### src/rtl/vending_fsm_multi_if.sv
// Vending machine bus interface.
// Groups the customer-side request signals (coin, selection, cancel) and the
// machine-side responses (credit, dispense, change, status pulses).
//   master : drives coin_valid/coin/sel_valid/sel/cancel, observes responses
//   slave  : the vending controller; observes requests, drives responses
interface vending_fsm_multi_if #(
    parameter int unsigned N_ITEMS = 4,
    parameter int unsigned PRICE_W = 8
);
    localparam int unsigned SEL_W = (N_ITEMS > 1) ? $clog2(N_ITEMS) : 1;

    // Requests
    logic               coin_valid;
    logic [1:0]         coin;
    logic               sel_valid;
    logic [SEL_W-1:0]   sel;
    logic               cancel;

    // Responses
    logic [PRICE_W-1:0] credit;
    logic               vend_valid;
    logic [SEL_W-1:0]   vend_item;
    logic               change_valid;
    logic [1:0]         change_coin;
    logic               coin_reject;
    logic               insufficient;
    logic               busy;

    modport master (
        output coin_valid, coin, sel_valid, sel, cancel,
        input  credit, vend_valid, vend_item, change_valid, change_coin,
               coin_reject, insufficient, busy
    );

    modport slave (
        input  coin_valid, coin, sel_valid, sel, cancel,
        output credit, vend_valid, vend_item, change_valid, change_coin,
               coin_reject, insufficient, busy
    );
endinterface

### src/rtl/vending_fsm_multi.sv
// Multi-item vending controller.
// Accepts 5/10/20 rupee coins up to a credit ceiling, dispenses a selected
// item when credit covers its price, and pays out remaining credit as 10/5
// rupee coins (one per cycle) after a vend, a cancel, or an idle timeout.
// Ports:
//   clk  - clock, all state changes on the rising edge
//   rst  - asynchronous, active-high reset
//   bus  - vending_fsm_multi_if.slave:
//          coin_valid/coin, sel_valid/sel, cancel          (inputs)
//          credit, vend_valid/vend_item, change_valid/change_coin,
//          coin_reject, insufficient, busy                 (registered outputs)
module vending_fsm_multi #(
    parameter int unsigned N_ITEMS = 4,
    parameter int unsigned PRICE_W = 8,
    parameter logic [N_ITEMS*PRICE_W-1:0] ITEM_PRICES = {8'd20, 8'd15, 8'd10, 8'd5},
    parameter int unsigned MAX_CREDIT = 50,
    parameter int unsigned TIMEOUT_CYC = 1000
) (
    input logic clk,
    input logic rst,
    vending_fsm_multi_if.slave bus
);
    localparam int unsigned SEL_W = (N_ITEMS > 1) ? $clog2(N_ITEMS) : 1;
    localparam int unsigned CNT_W = (TIMEOUT_CYC > 0) ? $clog2(TIMEOUT_CYC + 1) : 1;
    localparam logic [PRICE_W:0]   MAX_SUM = (PRICE_W + 1)'(MAX_CREDIT);
    localparam logic [PRICE_W-1:0] TEN     = PRICE_W'(10);
    localparam logic [PRICE_W-1:0] FIVE    = PRICE_W'(5);

    typedef enum logic [1:0] {
        S_IDLE,
        S_CREDIT,
        S_VEND,
        S_CHANGE
    } state_t;

    state_t             state_q, state_d;
    logic [PRICE_W-1:0] credit_q, credit_d;
    logic [CNT_W-1:0]   cnt_q, cnt_d;
    logic               vend_valid_q, vend_valid_d;
    logic [SEL_W-1:0]   vend_item_q, vend_item_d;
    logic               change_valid_q, change_valid_d;
    logic [1:0]         change_coin_q, change_coin_d;
    logic               coin_reject_q, coin_reject_d;
    logic               insufficient_q, insufficient_d;
    logic               busy_q, busy_d;

    logic [PRICE_W:0]   coin_val;
    logic [PRICE_W:0]   credit_sum;
    logic               coin_fits;
    logic [PRICE_W-1:0] price_sel;
    logic               sel_ok;
    logic               can_afford;
    logic [CNT_W-1:0]   cnt_inc;
    logic               cnt_hit;
    logic               coin_acc;

    // Coin face value
    always_comb begin
        case (bus.coin)
            2'b01:   coin_val = (PRICE_W + 1)'(5);
            2'b10:   coin_val = (PRICE_W + 1)'(10);
            2'b11:   coin_val = (PRICE_W + 1)'(20);
            default: coin_val = '0;
        endcase
    end

    assign credit_sum = {1'b0, credit_q} + coin_val;
    assign coin_fits  = (bus.coin != 2'b00) && (credit_sum <= MAX_SUM);

    // Price of the selected item; an index beyond the table is never affordable
    always_comb begin
        price_sel = '1;
        sel_ok    = 1'b0;
        for (int unsigned i = 0; i < N_ITEMS; i++) begin
            if (bus.sel == SEL_W'(i)) begin
                price_sel = ITEM_PRICES[i*PRICE_W +: PRICE_W];
                sel_ok    = 1'b1;
            end
        end
    end

    assign can_afford = sel_ok && (credit_q >= price_sel);
    assign cnt_inc    = cnt_q + CNT_W'(1);
    assign cnt_hit    = (cnt_inc == CNT_W'(TIMEOUT_CYC));

    always_comb begin
        state_d        = state_q;
        credit_d       = credit_q;
        cnt_d          = '0;
        vend_item_d    = vend_item_q;
        vend_valid_d   = 1'b0;
        change_valid_d = 1'b0;
        change_coin_d  = '0;
        coin_reject_d  = 1'b0;
        insufficient_d = 1'b0;
        coin_acc       = 1'b0;

        case (state_q)
            S_IDLE, S_CREDIT: begin
                if (bus.cancel && (state_q == S_CREDIT)) begin
                    state_d       = S_CHANGE;
                    coin_reject_d = bus.coin_valid;
                end else if (bus.sel_valid) begin
                    coin_reject_d = bus.coin_valid;
                    if (can_afford) begin
                        credit_d     = credit_q - price_sel;
                        vend_valid_d = 1'b1;
                        vend_item_d  = bus.sel;
                        state_d      = S_VEND;
                    end else begin
                        insufficient_d = 1'b1;
                    end
                end else if (bus.coin_valid) begin
                    if (coin_fits) begin
                        credit_d = credit_sum[PRICE_W-1:0];
                        state_d  = S_CREDIT;
                        coin_acc = 1'b1;
                    end else begin
                        coin_reject_d = 1'b1;
                    end
                end
                // Timeout runs on every CREDIT cycle that neither accepts a
                // coin nor leaves the state, including refused requests.
                if ((state_q == S_CREDIT) && (state_d == S_CREDIT) && !coin_acc) begin
                    if (cnt_hit) begin
                        state_d = S_CHANGE;
                    end else begin
                        cnt_d = cnt_inc;
                    end
                end
            end
            S_VEND: begin
                coin_reject_d = bus.coin_valid;
                state_d       = (credit_q != '0) ? S_CHANGE : S_IDLE;
            end
            S_CHANGE: begin
                coin_reject_d = bus.coin_valid;
                if (credit_q >= TEN) begin
                    credit_d       = credit_q - TEN;
                    change_valid_d = 1'b1;
                    change_coin_d  = 2'b10;
                end else if (credit_q >= FIVE) begin
                    credit_d       = credit_q - FIVE;
                    change_valid_d = 1'b1;
                    change_coin_d  = 2'b01;
                end else begin
                    credit_d = '0;
                end
                if (credit_d == '0) begin
                    state_d = S_IDLE;
                end
            end
            default: begin
                state_d  = S_IDLE;
                credit_d = '0;
            end
        endcase

        busy_d = (state_d == S_VEND) || (state_d == S_CHANGE);
    end

    always_ff @(posedge clk or posedge rst) begin
        if (rst) begin
            state_q        <= S_IDLE;
            credit_q       <= '0;
            cnt_q          <= '0;
            vend_valid_q   <= 1'b0;
            vend_item_q    <= '0;
            change_valid_q <= 1'b0;
            change_coin_q  <= '0;
            coin_reject_q  <= 1'b0;
            insufficient_q <= 1'b0;
            busy_q         <= 1'b0;
        end else begin
            state_q        <= state_d;
            credit_q       <= credit_d;
            cnt_q          <= cnt_d;
            vend_valid_q   <= vend_valid_d;
            vend_item_q    <= vend_item_d;
            change_valid_q <= change_valid_d;
            change_coin_q  <= change_coin_d;
            coin_reject_q  <= coin_reject_d;
            insufficient_q <= insufficient_d;
            busy_q         <= busy_d;
        end
    end

    assign bus.credit       = credit_q;
    assign bus.vend_valid   = vend_valid_q;
    assign bus.vend_item    = vend_item_q;
    assign bus.change_valid = change_valid_q;
    assign bus.change_coin  = change_coin_q;
    assign bus.coin_reject  = coin_reject_q;
    assign bus.insufficient = insufficient_q;
    assign bus.busy         = busy_q;
endmodule

### src/flat_wrapper.sv
// flat-port wrapper written by rule: the top's interface ports become plain ports
module vending_fsm_multi_flat 
#(
    parameter int unsigned N_ITEMS = 4,
    parameter int unsigned PRICE_W = 8,
    parameter logic [N_ITEMS*PRICE_W-1:0] ITEM_PRICES = {8'd20, 8'd15, 8'd10, 8'd5},
    parameter int unsigned MAX_CREDIT = 50,
    parameter int unsigned TIMEOUT_CYC = 1000
)
  (clk, rst, bus_coin_valid, bus_coin, bus_sel_valid, bus_sel, bus_cancel, bus_credit, bus_vend_valid, bus_vend_item, bus_change_valid, bus_change_coin, bus_coin_reject, bus_insufficient, bus_busy);
  vending_fsm_multi_if #(.N_ITEMS(N_ITEMS), .PRICE_W(PRICE_W)) bus_i ();
  input logic clk;
  input logic rst;
  input wire logic [$bits(bus_i.coin_valid)-1:0] bus_coin_valid;
  input wire logic [$bits(bus_i.coin)-1:0] bus_coin;
  input wire logic [$bits(bus_i.sel_valid)-1:0] bus_sel_valid;
  input wire logic [$bits(bus_i.sel)-1:0] bus_sel;
  input wire logic [$bits(bus_i.cancel)-1:0] bus_cancel;
  output wire logic [$bits(bus_i.credit)-1:0] bus_credit;
  output wire logic [$bits(bus_i.vend_valid)-1:0] bus_vend_valid;
  output wire logic [$bits(bus_i.vend_item)-1:0] bus_vend_item;
  output wire logic [$bits(bus_i.change_valid)-1:0] bus_change_valid;
  output wire logic [$bits(bus_i.change_coin)-1:0] bus_change_coin;
  output wire logic [$bits(bus_i.coin_reject)-1:0] bus_coin_reject;
  output wire logic [$bits(bus_i.insufficient)-1:0] bus_insufficient;
  output wire logic [$bits(bus_i.busy)-1:0] bus_busy;
  assign bus_i.coin_valid = bus_coin_valid;
  assign bus_i.coin = bus_coin;
  assign bus_i.sel_valid = bus_sel_valid;
  assign bus_i.sel = bus_sel;
  assign bus_i.cancel = bus_cancel;
  assign bus_credit = bus_i.credit;
  assign bus_vend_valid = bus_i.vend_valid;
  assign bus_vend_item = bus_i.vend_item;
  assign bus_change_valid = bus_i.change_valid;
  assign bus_change_coin = bus_i.change_coin;
  assign bus_coin_reject = bus_i.coin_reject;
  assign bus_insufficient = bus_i.insufficient;
  assign bus_busy = bus_i.busy;
  vending_fsm_multi #(.N_ITEMS(N_ITEMS), .PRICE_W(PRICE_W), .ITEM_PRICES(ITEM_PRICES), .MAX_CREDIT(MAX_CREDIT), .TIMEOUT_CYC(TIMEOUT_CYC)) u_core (.clk(clk), .rst(rst), .bus(bus_i));
endmodule
### config.mk
export PLATFORM = sky130hd
export DESIGN_NAME = vending_fsm_multi_flat
export DESIGN_NICKNAME = d
export VERILOG_FILES = /design/src/rtl/vending_fsm_multi_if.sv /design/src/rtl/vending_fsm_multi.sv /design/src/flat_wrapper.sv
export SDC_FILE = /design/constraint.sdc
export NUM_CORES = 1
export LEC_CHECK = 0
export BUFFER_PORTS_ARGS = -buffer_cell sky130_fd_sc_hd__buf_4
export CORE_MARGIN = 2
export CORE_UTILIZATION = 48
export CTS_BUF_LIST = sky130_fd_sc_hd__clkbuf_16
export CTS_CLUSTER_SIZE = 14
export DETAILED_ROUTE_END_ITERATION = 10
export PLACE_DENSITY = 0.7
export SYNTH_ARGS = -nofsm -noshare
export SYNTH_HDL_FRONTEND = slang
export SYNTH_SLANG_ARGS = --single-unit
export TNS_END_PERCENT = 20
### constraint.sdc
create_clock -name clk -period 2.65 [get_ports clk]
set_input_delay 0.53 -clock clk [delete_from_list [all_inputs] [get_ports clk]]
set_output_delay 0.53 -clock clk [all_outputs]
set_load 0.1 [all_outputs]
==> flow_summary.ini <==
[run_status]
outcome = finished, violations left
violations = setup timing

[route]
routedWlPerCell_um = 16.5
vias = 2712
ant_nets = 0
wl_mm = 7.53
drtIter0Drc = 155
routed_via_density = 5.95
drc_errors = 0
first_pass_iters = 6

[setup_path]
critPathLaunch = bus_coin[0]
crit_chain = buf_6 > and2b_4 > xnor2_2 > ha_2 > a221oi_4 > or3_1 > a32oi_2 > a211oi_2 > or4b_4 > buf_6 > nor2_2
crit_fanout = 5
critPathSlowestCell = or4b_4
crit_end = u_core.cnt_q[0]$_DFF_PP0_
crit_top_cell = buf_6
r2r_start = u_core.bus.credit[1]$_DFFE_PP0P_
cp_slowest_stage_delay_ns = 0.52
critPathKind = input port to flop
critPathCaptureType = flop
arrival_ns = 2.90
reg2reg_depth = 10
r2r-end = u_core.cnt_q[0]$_DFF_PP0_
worst_setup_path_start_kind = input port
ff2ff_setup_slack_ns = -0.03
cp_data_required_time_ns = 2.85

[floorplanning]
die_area_um2 = 5990
pin_count = 26
fp-row-count = 26
core_region_area_um2 = 5140
initial_core_util_pct = 50.3
die_height_um = 77.4
die_w_um = 77.4

[sta]
slew_violations = 0
slew_headroom_pct = 47.8
rsz0062_at_grt = yes
fin_ws_ns = -0.0479
timing.final.hold_violations = 0
fin_crit_sh_pct = 102
max_freq_mhz = 371
holdWs_ns = 0.407
fin_crit_ns = 2.70
tightest_slew_ns = 0.783
finalSetupViolCount = 14
finalClockSkew_ns = 0.00708

[placement]
dp_slack_ns = -0.391
place_hpwl_mm = 5.53
portBuffers = 25
routabilityCongestion = 0.870

[yosys]
synthTopCellsByArea = dfrtp_1, ha_1, nor2_1, xor2_1, nand2_1
synth_top_area_cell = dfrtp_1
syn_area_um2 = 2580
ys_warn_count = 0
yosysTopAreaCellShare_pct = 28.1
synth-seq-cells = 29
synth-main-ff-cell = dfrtp_1
synth_area_per_cell_um2 = 8.44
yosys-top-cells-count = dfrtp_1, nor2_1, ha_1
synth_most_common_cell = dfrtp_1
synth-edff-count = 0
yosysSeqAreaShare_pct = 28.1
yosysUniqueCellTypes = 62
async_flop_share_pct = 100
synth_fp_nets = 336
netlist_instances = 306

[clocking]
cts_max_level = 2
cts.sinks = 29
cts_made_buffers = 5
root_buffer = clkbuf_16
clk_latency_ns = 0.27
max-clock-path-buffers = 2
clkTransAtPathRegs_ns = 0.05
cts_tree = done

[grt]
grt_pass1_wl_mm = 12.3
grt_overflow_total = 0
grt_antenna_before_repair = 0
grt_pass1_vias = 2580
grtUsageTotal_pct = 25.7
grt_max_degree = 22

[finish]
nFillCells = 420
antenna_cells = 0
fin_nets = 415
seqCellArea_um2 = 738
syn_to_final_growth_pct = 40.4
drive_above_1_share_pct = 40.9
multiInputGateArea_um2 = 1920

[power]
switching_power_uw = 2500
switching_share_pct = 51.6
p_int_uw = 2350
p_clk_share_pct = 10.8
power_frac_seq_pct = 14.7
finalPower_uw = 4860
p_per_area_nw_per_um2 = 1340
p_comb_share_pct = 74.5
p_leak_uw = 0.00153
ir_drop_mv = 0.910

[run]
drv_cap = 0

[worst_hold_path]
hp-class = input port to async pin
power groups by stage:
stage	logic (uW)	clock network (uW)	registers (uW)
detailed placement	3230	0	706
global route	3870	556	724
global placement	3180	0	706
floorplan	1550	0	1320
CTS	3350	527	711
finish	3620	525	715
layout make-up:
cell class                      count  area share (%)
Inverter                           13            1.45
Clock inverter                      3           0.345
Sequential cell                    29            20.3
Timing Repair Buffer               91            19.2
Tap cell                           70            2.41
Clock buffer                        5            3.45
Multi-Input combinational cell    245            52.8
cells by family (layout without fill, tap and decap cells):
kind of cell | after synthesis | in the layout | synth area share, %
multiplexers | 4 | 4 | 1.74
adder cells (fa/ha/maj) | 21 | 21 | 10.5
AO/OA/AOI/OAI | 81 | 81 | 23.2
buffers and inverters | 32 | 112 | 5.47
flip-flops | 29 | 29 | 28.1
XOR/XNOR | 16 | 16 | 5.42
AND/OR/NAND/NOR | 122 | 122 | 25.4
other | 1 | 1 | 0.145
metrics by stage:
step | instance area, um^2 | utilization (%) | cells | TNS (ns)
global placement | 3220 | 62.7 | 439 | -5.42
CTS | 3490 | 67.9 | 452 | -0.378
finish | 3630 | 70.6 | 456 | -0.362
global route | 3630 | 70.6 | 456 | -2.04
detailed placement | 3220 | 62.7 | 439 | -6.84
floorplan | 2620 | - | 306 | -5.37
critical path, delay by kind of cell:
family / cells / cell delay (ns)
fa+ha+maj: 1 / 0.22
xor+xnor: 1 / 0.11
compound gates: 3 / 0.50
simple gates: 4 / 1.26
buf+inv: 2 / 0.26
what timing repair did:
action | 4_1_cts | 5_1_grt
buffers inserted | 4 | 3
hold buffers | 0 | 0
gates cloned | 1 | 1
pin swaps | 7 | 10
setup endpoints to repair | 17 | 23
gates resized for setup | 17 | 29
per-layer routing:
layer	vias to the layer above	GRT usage (%)	share of wire (%)
met5	-	0	0
met4	0	6.79	2.2
met3	20	4.07	5.8
met2	110	43.1	48
met1	1305	34.5	44
li1	1277	-	-
cells in the final DEF, fill, tap and decap left out, types with 5 or more instances in the layout:
master / count
ha_1: 14
nand2_1: 19
dfrtp_1: 23
inv_1: 10
nor3_1: 12
a31oi_1: 5
nor3b_1: 5
clkbuf_16: 5
a21o_1: 5
a21oi_1: 14
buf_4: 86
nand3_1: 12
nor2_1: 21
nor2_2: 9
xnor2_1: 6
nand4_1: 5
xor2_1: 9
o31ai_1: 5
or3_1: 8
o21ai_0: 8
registers in the layout (all words and copies together), names as in the netlist:
signal,cells
u_core.state_q,2
u_core.bus.vend_item,2
u_core.bus.insufficient,1
u_core.bus.change_valid,1
u_core.bus.busy,1
u_core.bus.coin_reject,1
u_core.bus.vend_valid,1
u_core.cnt_q,10
u_core.bus.credit,8
u_core.bus.change_coin,2
worst min-delay path by stage:
| stage | slack (ns) | from | end | depth (start not counted) |
|---|---|---|---|---|
| after floorplan | 0.43 | u_core.cnt_q[0]$_DFF_PP0_ | u_core.cnt_q[0]$_DFF_PP0_ | 1 |
| after global placement | 0.46 | u_core.cnt_q[0]$_DFF_PP0_ | u_core.cnt_q[0]$_DFF_PP0_ | 1 |
| after detailed placement | 0.46 | u_core.cnt_q[0]$_DFF_PP0_ | u_core.cnt_q[0]$_DFF_PP0_ | 1 |
| after CTS | 0.45 | rst | u_core.bus.change_coin[0]$_DFF_PP0_ | 2 |
| after global routing | 0.47 | u_core.cnt_q[0]$_DFF_PP0_ | u_core.cnt_q[0]$_DFF_PP0_ | 1 |
| final | 0.41 | rst | u_core.bus.change_coin[0]$_DFF_PP0_ | 2 |
(Power assumes the default switching activity.)
